## config.mk

```make
export PLATFORM = sky130hd
export DESIGN_NAME = wb_collector
export DESIGN_NICKNAME = d
export VERILOG_FILES = /design/src/rtl/wb_collector.sv
export SDC_FILE = /design/constraint.sdc
export NUM_CORES = 2
export LEC_CHECK = 0
export CAP_MARGIN = 25
export CORE_MARGIN = 3
export CORE_UTILIZATION = 33
export DETAILED_ROUTE_END_ITERATION = 16
export SYNTH_ARGS = -nofsm -noshare
export SYNTH_HDL_FRONTEND = slang
export SYNTH_SLANG_ARGS = --single-unit
```

## constraint.sdc

```tcl
create_clock -name clk_i -period 12.65 [get_ports clk_i]
set_input_delay 3.1625 -clock clk_i [delete_from_list [all_inputs] [get_ports clk_i]]
set_output_delay 3.1625 -clock clk_i [all_outputs]
set_load 0.1 [all_outputs]
```

## src/rtl/wb_collector.sv

```systemverilog
// Writeback collector: per-port FIFOs for the FU writeback ports, round-robin serialised onto one
// valid/ready scoreboard port. Optional same-cycle bypass when WB_COLLECTOR_BYPASS_EN is defined.
module wb_collector #(
    parameter int unsigned NR_WB_PORTS   = 5,
    parameter int unsigned TRANS_ID_BITS = 3,
    parameter int unsigned FIFO_DEPTH    = 2
) (
    input  logic                                   clk_i,
    input  logic                                   rst_i,
    input  logic                                   flush_i,
    input  logic [NR_WB_PORTS-1:0]                 wb_valid_i,
    input  logic [NR_WB_PORTS*TRANS_ID_BITS-1:0]   wb_trans_id_i,
    input  logic [NR_WB_PORTS*64-1:0]              wb_data_i,
    input  logic [NR_WB_PORTS-1:0]                 wb_ex_valid_i,
    input  logic [NR_WB_PORTS*64-1:0]              wb_ex_cause_i,
    output logic                                   sb_valid_o,
    input  logic                                   sb_ready_i,
    output logic [TRANS_ID_BITS-1:0]               sb_trans_id_o,
    output logic [63:0]                            sb_data_o,
    output logic                                   sb_ex_valid_o,
    output logic [63:0]                            sb_ex_cause_o,
    output logic                                   overflow_o,
    output logic [$clog2(NR_WB_PORTS)-1:0]         overflow_port_o
);

    localparam int unsigned PortW = $clog2(NR_WB_PORTS);
    localparam int unsigned PtrW  = $clog2(FIFO_DEPTH);
    localparam int unsigned CntW  = $clog2(FIFO_DEPTH + 1);

    typedef struct packed {
        logic [TRANS_ID_BITS-1:0] trans_id;
        logic [63:0]              data;
        logic                     ex_valid;
        logic [63:0]              ex_cause;
    } entry_t;

    entry_t           mem_q    [NR_WB_PORTS][FIFO_DEPTH];
    logic [PtrW-1:0]  wr_ptr_q [NR_WB_PORTS];
    logic [PtrW-1:0]  rd_ptr_q [NR_WB_PORTS];
    logic [CntW-1:0]  cnt_q    [NR_WB_PORTS];

    entry_t           in_entry [NR_WB_PORTS];
    entry_t           out_entry;
    logic [NR_WB_PORTS-1:0] not_empty, full, push, pop, drop;
    logic             any_buf, bypass, handshake;
    logic [PortW-1:0] grant;
    logic [PortW-1:0] rr_q, rr_d;
    logic             lock_q, lock_d;
    logic [PortW-1:0] lock_port_q, lock_port_d;
    logic             overflow_q, overflow_d;
    logic [PortW-1:0] overflow_port_q, overflow_port_d;

    // First requester at or after start, wrapping modulo NR_WB_PORTS.
    function automatic logic [PortW-1:0] rr_pick(input logic [NR_WB_PORTS-1:0] req,
                                                 input logic [PortW-1:0]       start);
        logic [PortW-1:0] pick;
        logic             found;
        int               idx;
        pick  = start;
        found = 1'b0;
        for (int i = 0; i < int'(NR_WB_PORTS); i++) begin
            idx = (int'(start) + i) % int'(NR_WB_PORTS);
            if (!found && req[idx]) begin
                pick  = PortW'(idx);
                found = 1'b1;
            end
        end
        return pick;
    endfunction

    always_comb begin
        for (int p = 0; p < int'(NR_WB_PORTS); p++) begin
            in_entry[p].trans_id = wb_trans_id_i[p*TRANS_ID_BITS +: TRANS_ID_BITS];
            in_entry[p].data     = wb_data_i[p*64 +: 64];
            in_entry[p].ex_valid = wb_ex_valid_i[p];
            in_entry[p].ex_cause = wb_ex_cause_i[p*64 +: 64];
            not_empty[p]         = (cnt_q[p] != '0);
            full[p]              = (cnt_q[p] == CntW'(FIFO_DEPTH));
        end
    end

    always_comb begin
        any_buf = |not_empty;
`ifdef WB_COLLECTOR_BYPASS_EN
        bypass  = !any_buf && !flush_i && (|wb_valid_i);
`else
        bypass  = 1'b0;
`endif
        // A presented entry keeps its grant until accepted, regardless of new arrivals.
        if (lock_q) begin
            grant = lock_port_q;
        end else if (any_buf) begin
            grant = rr_pick(not_empty, rr_q);
        end else begin
            grant = rr_pick(wb_valid_i, rr_q);
        end

        sb_valid_o = lock_q || any_buf || bypass;
        out_entry  = bypass ? in_entry[grant] : mem_q[grant][rd_ptr_q[grant]];
        handshake  = sb_valid_o && sb_ready_i && !flush_i;

        for (int p = 0; p < int'(NR_WB_PORTS); p++) begin
            pop[p]  = handshake && !bypass && (grant == PortW'(p));
            push[p] = wb_valid_i[p] && !flush_i && (!full[p] || pop[p])
                      && !(bypass && sb_ready_i && (grant == PortW'(p)));
            drop[p] = wb_valid_i[p] && !flush_i && full[p] && !pop[p];
        end

        lock_d      = sb_valid_o && !sb_ready_i && !flush_i;
        lock_port_d = grant;
        rr_d        = rr_q;
        if (handshake) begin
            rr_d = (grant == PortW'(NR_WB_PORTS - 1)) ? '0 : grant + 1'b1;
        end

        overflow_d      = |drop;
        overflow_port_d = '0;
        for (int p = int'(NR_WB_PORTS) - 1; p >= 0; p--) begin
            if (drop[p]) overflow_port_d = PortW'(p);
        end
    end

    assign sb_trans_id_o   = out_entry.trans_id;
    assign sb_data_o       = out_entry.data;
    assign sb_ex_valid_o   = out_entry.ex_valid;
    assign sb_ex_cause_o   = out_entry.ex_cause;
    assign overflow_o      = overflow_q;
    assign overflow_port_o = overflow_port_q;

    always_ff @(posedge clk_i) begin
        if (rst_i) begin
            rr_q            <= '0;
            lock_q          <= 1'b0;
            lock_port_q     <= '0;
            overflow_q      <= 1'b0;
            overflow_port_q <= '0;
        end else begin
            rr_q            <= rr_d;
            lock_q          <= lock_d;
            lock_port_q     <= lock_port_d;
            overflow_q      <= overflow_d;
            overflow_port_q <= overflow_port_d;
        end
    end

    always_ff @(posedge clk_i) begin
        for (int p = 0; p < int'(NR_WB_PORTS); p++) begin
            if (rst_i || flush_i) begin
                wr_ptr_q[p] <= '0;
                rd_ptr_q[p] <= '0;
                cnt_q[p]    <= '0;
            end else begin
                if (push[p]) begin
                    wr_ptr_q[p] <= (wr_ptr_q[p] == PtrW'(FIFO_DEPTH - 1)) ? '0
                                                                          : wr_ptr_q[p] + 1'b1;
                end
                if (pop[p]) begin
                    rd_ptr_q[p] <= (rd_ptr_q[p] == PtrW'(FIFO_DEPTH - 1)) ? '0
                                                                          : rd_ptr_q[p] + 1'b1;
                end
                if (push[p] && !pop[p]) begin
                    cnt_q[p] <= cnt_q[p] + CntW'(1);
                end else if (!push[p] && pop[p]) begin
                    cnt_q[p] <= cnt_q[p] - CntW'(1);
                end
            end
        end
    end

    // Storage needs no reset: occupancy is tracked solely by cnt_q.
    always_ff @(posedge clk_i) begin
        for (int p = 0; p < int'(NR_WB_PORTS); p++) begin
            if (push[p]) mem_q[p][wr_ptr_q[p]] <= in_entry[p];
        end
    end

endmodule
```

==> impl_results.md <==
* Top cells by area, synth: edfxtp_1 72%, mux2i_1 6.0%, nand2_1 3.1%, a221oi_1 2.5%, a21oi_1 2.1%
* Routed Antenna Nets at 0
* DPL Wire Length at 132 mm
* Yosys top cell by area: edfxtp_1
* Cell area after layout at 73,400 um2
* Final WS setup at 618 ps
* Most common cell after layout, fill and taps aside: edfxtp_1
* Multi-input logic area at 14,700 um2
* Syn. warnings at 0
* I/O pins at 806
* Final Critical Period at between 10,000 and 15,000 ps
* GP Congestion at 0.904
* Post-synth cell types at 87
* R2R cell count at 27
* Post-Syn Area at 56,300 um2
* Total of max-cap violations at 0
* # hold bufs at CTS at 0
* Layout Nets at between 5,000 and 6,000
* Outcome: finished, final reports clean
* Mapped Cells at 3,824
* FF+latch count, synth at roughly 1,400
* Placed Area at 68,300 um2
* Reg-to-reg endpoint: mem_q[4][260]$_DFFE_PP_
* Least-Margin Pin Slew at 1260 ps
* Initial Util at 0.334
* CTS buffer count at 149
* Root buf cell: clkbuf_16
* Post-synth net total at 4,521
* Drt initial violations at 3,652
* Clock buffer depth at 3
* PortBufs at 805
* Period utilization at 0.951
* Worst slack, placed at 976 ps
* Total wire length at approximately 200 mm
* EDFF count, synth at between 1,000 and 1,500
* Via density at ~5.4
* Die H at 419 um
* Worst Path Required at 9490 ps
* Seq/Total Area, Yosys at 0.719
* Crit start category: flop
* Reg clk slew, reported paths at about 60 ps
* Fraction of layout cells with a size suffix above 1 at 0.0975
* GR Overflow Total at 0
* Filler cells at about 15,000
* Drt first pass iters at 8
* Worst Path Arrival at 8870 ps
* FP Rows at 150
* FF+latch area at 40,500 um2
* Final setup viols at 0
* Fmax achieved at just over 80 MHz
* WS Path Type: reg -> out
* Setup TNS at 0 ps
* End of the critical path: sb_ex_cause_o[51]
* Post-CTS Setup Inserts at 0
* First-pass GRT wire length at 279 mm
* H-Tree Level Count at 4
* Die area at about 180,000 um2
* Endpoints failing hold at 0
* R2r startpoint: rr_q[0]$_SDFFE_PP0P_
* Syn Area/Cell at roughly 15 um2
* Die W at 419 um
* Total core area at 168,000 um2
* RSZ-0062 raised after global routing: no
* Top FF cell, synth: edfxtp_1
* R2R setup slack at 3390 ps
* Max Clock Skew at 47.8 ps
* CTS resizes at 0
* Vias at 37,800
* Commonest cells after routing, fill and taps aside: 1,340 x edfxtp_1, 673 x clkdlybuf4s50_1, 462 x nand2_1, 340 x mux2i_1, 240 x a21oi_1
* Post-synth top area share at 0.715
* Crit Path Max Fanout at slightly above 40
* Layout area overhead at 30.5%
* Crit end category: primary output
* Fin. max-slew vios at 0
* CTS sink count at 1,351
* Vias in the first global route at 36,600
* Wire per inst at 28.9 um
* CTS tree: yes
* CP startpoint: rr_q[0]$_SDFFE_PP0P_
* GRT Util Overall at 0.223
* DRC Markers at 0
* Asr flop ratio synth at 0
* Rel. slew slack at 0.158
* Largest net degree at the start of global routing at 207
* Skew-Pair Late Insertion Delay at 780 ps
* Initial antenna violation count at 138
* Worst hold path class: reg -> reg
[worst min-delay path by stage]
stage,start,endpoint,slack (ps),cells past startpoint
2_1_floorplan,cnt_q[0][0]$_DFFE_PP_,cnt_q[0][0]$_DFFE_PP_,540,1
4_1_cts,cnt_q[3][0]$_DFFE_PP_,cnt_q[3][0]$_DFFE_PP_,560,1
6_report,cnt_q[3][0]$_DFFE_PP_,cnt_q[3][0]$_DFFE_PP_,560,1
3_5_place_dp,cnt_q[3][0]$_DFFE_PP_,cnt_q[3][0]$_DFFE_PP_,550,1
5_1_grt,cnt_q[3][0]$_DFFE_PP_,cnt_q[3][0]$_DFFE_PP_,580,1
3_3_place_gp,cnt_q[3][0]$_DFFE_PP_,cnt_q[3][0]$_DFFE_PP_,550,1
[registers in the layout (all words and copies together), names as in the netlist]
register,flops
wr_ptr_q,5
overflow_o,1
lock_q,1
overflow_port_o,3
lock_port_q,3
mem_q,1320
cnt_q,10
rr_q,3
rd_ptr_q,5
[layout make-up]
class	instances	share of cell area
Inverter	32	0.00181
Tap cell	2204	0.0376
Antenna cell	110	0.00375
Sequential cell	1351	0.551
Timing Repair Buffer	876	0.140
Multi-Input combinational cell	2169	0.200
Clock buffer	186	0.0532
Clock inverter	82	0.0128
[cell families (layout without fill, tap and decap cells)]
kind of cell,count (synthesis),after routing,synth area share
buffers and inverters,304,1176,0.0224
other,0,110,0
adders and majority gates,28,28,0.00623
and+or+nand+nor,870,870,0.0743
muxes,349,349,0.0627
AOI/OAI and AO/OA,911,911,0.113
xor gates and xnor gates,11,11,0.00245
DFF,1351,1351,0.719
[synth_stat cells (all sizes together), types with 50 or more instances]
cell    instances
a21oi         243
nor2b          64
clkbuf        210
edfxtp       1340
a221oi        163
o32ai          81
a31oi          59
o21ai         130
a31o           82
mux2i         341
nand2         465
a211oi         65
nor2           50
and2          171
buf            62
[worst max-delay path, cell delays in order, from the launching register on]
cell and delay (ps):
dfxtp_1 310, inv_1 40, buf_4 290, ha_1 440
inv_1 90, ha_1 480, inv_1 110, ha_1 210
nor3_1 320, nor2_1 100, xnor2_1 160, ha_1 250
nand2b_1 200, a21oi_1 190, a211oi_1 700, o22ai_1 340
nor3_1 440, a211oi_1 110, o311ai_1 370, o211ai_1 260
a22oi_2 400, nand2_4 420, buf_4 450, a221oi_1 640
o32ai_1 160, a31o_1 340, buf_12 210
[layer usage]
| layer | part of all wire | global-route usage |
|---|---|---|
| met5 | 0.00062 | 0 |
| met4 | 0.053 | 0.135 |
| met3 | 0.061 | 0.0420 |
| met2 | 0.50 | 0.369 |
| met1 | 0.38 | 0.272 |
[per-stage QoR]
| step | utilization | hold slack (ps) | cells |
|---|---|---|---|
| 2_1_floorplan | - | 537 | 3824 |
| 3_3_place_gp | 0.405 | 550 | 6628 |
| 4_1_cts | 0.435 | 562 | 6900 |
| 5_1_grt | 0.436 | 579 | 6989 |
| 6_report | 0.436 | 564 | 7010 |
| 3_5_place_dp | 0.406 | 554 | 6632 |
Power is left out: the tool's default activity adds up to more than one toggle a clock period on the data nets, which glitch-free logic cannot reach.
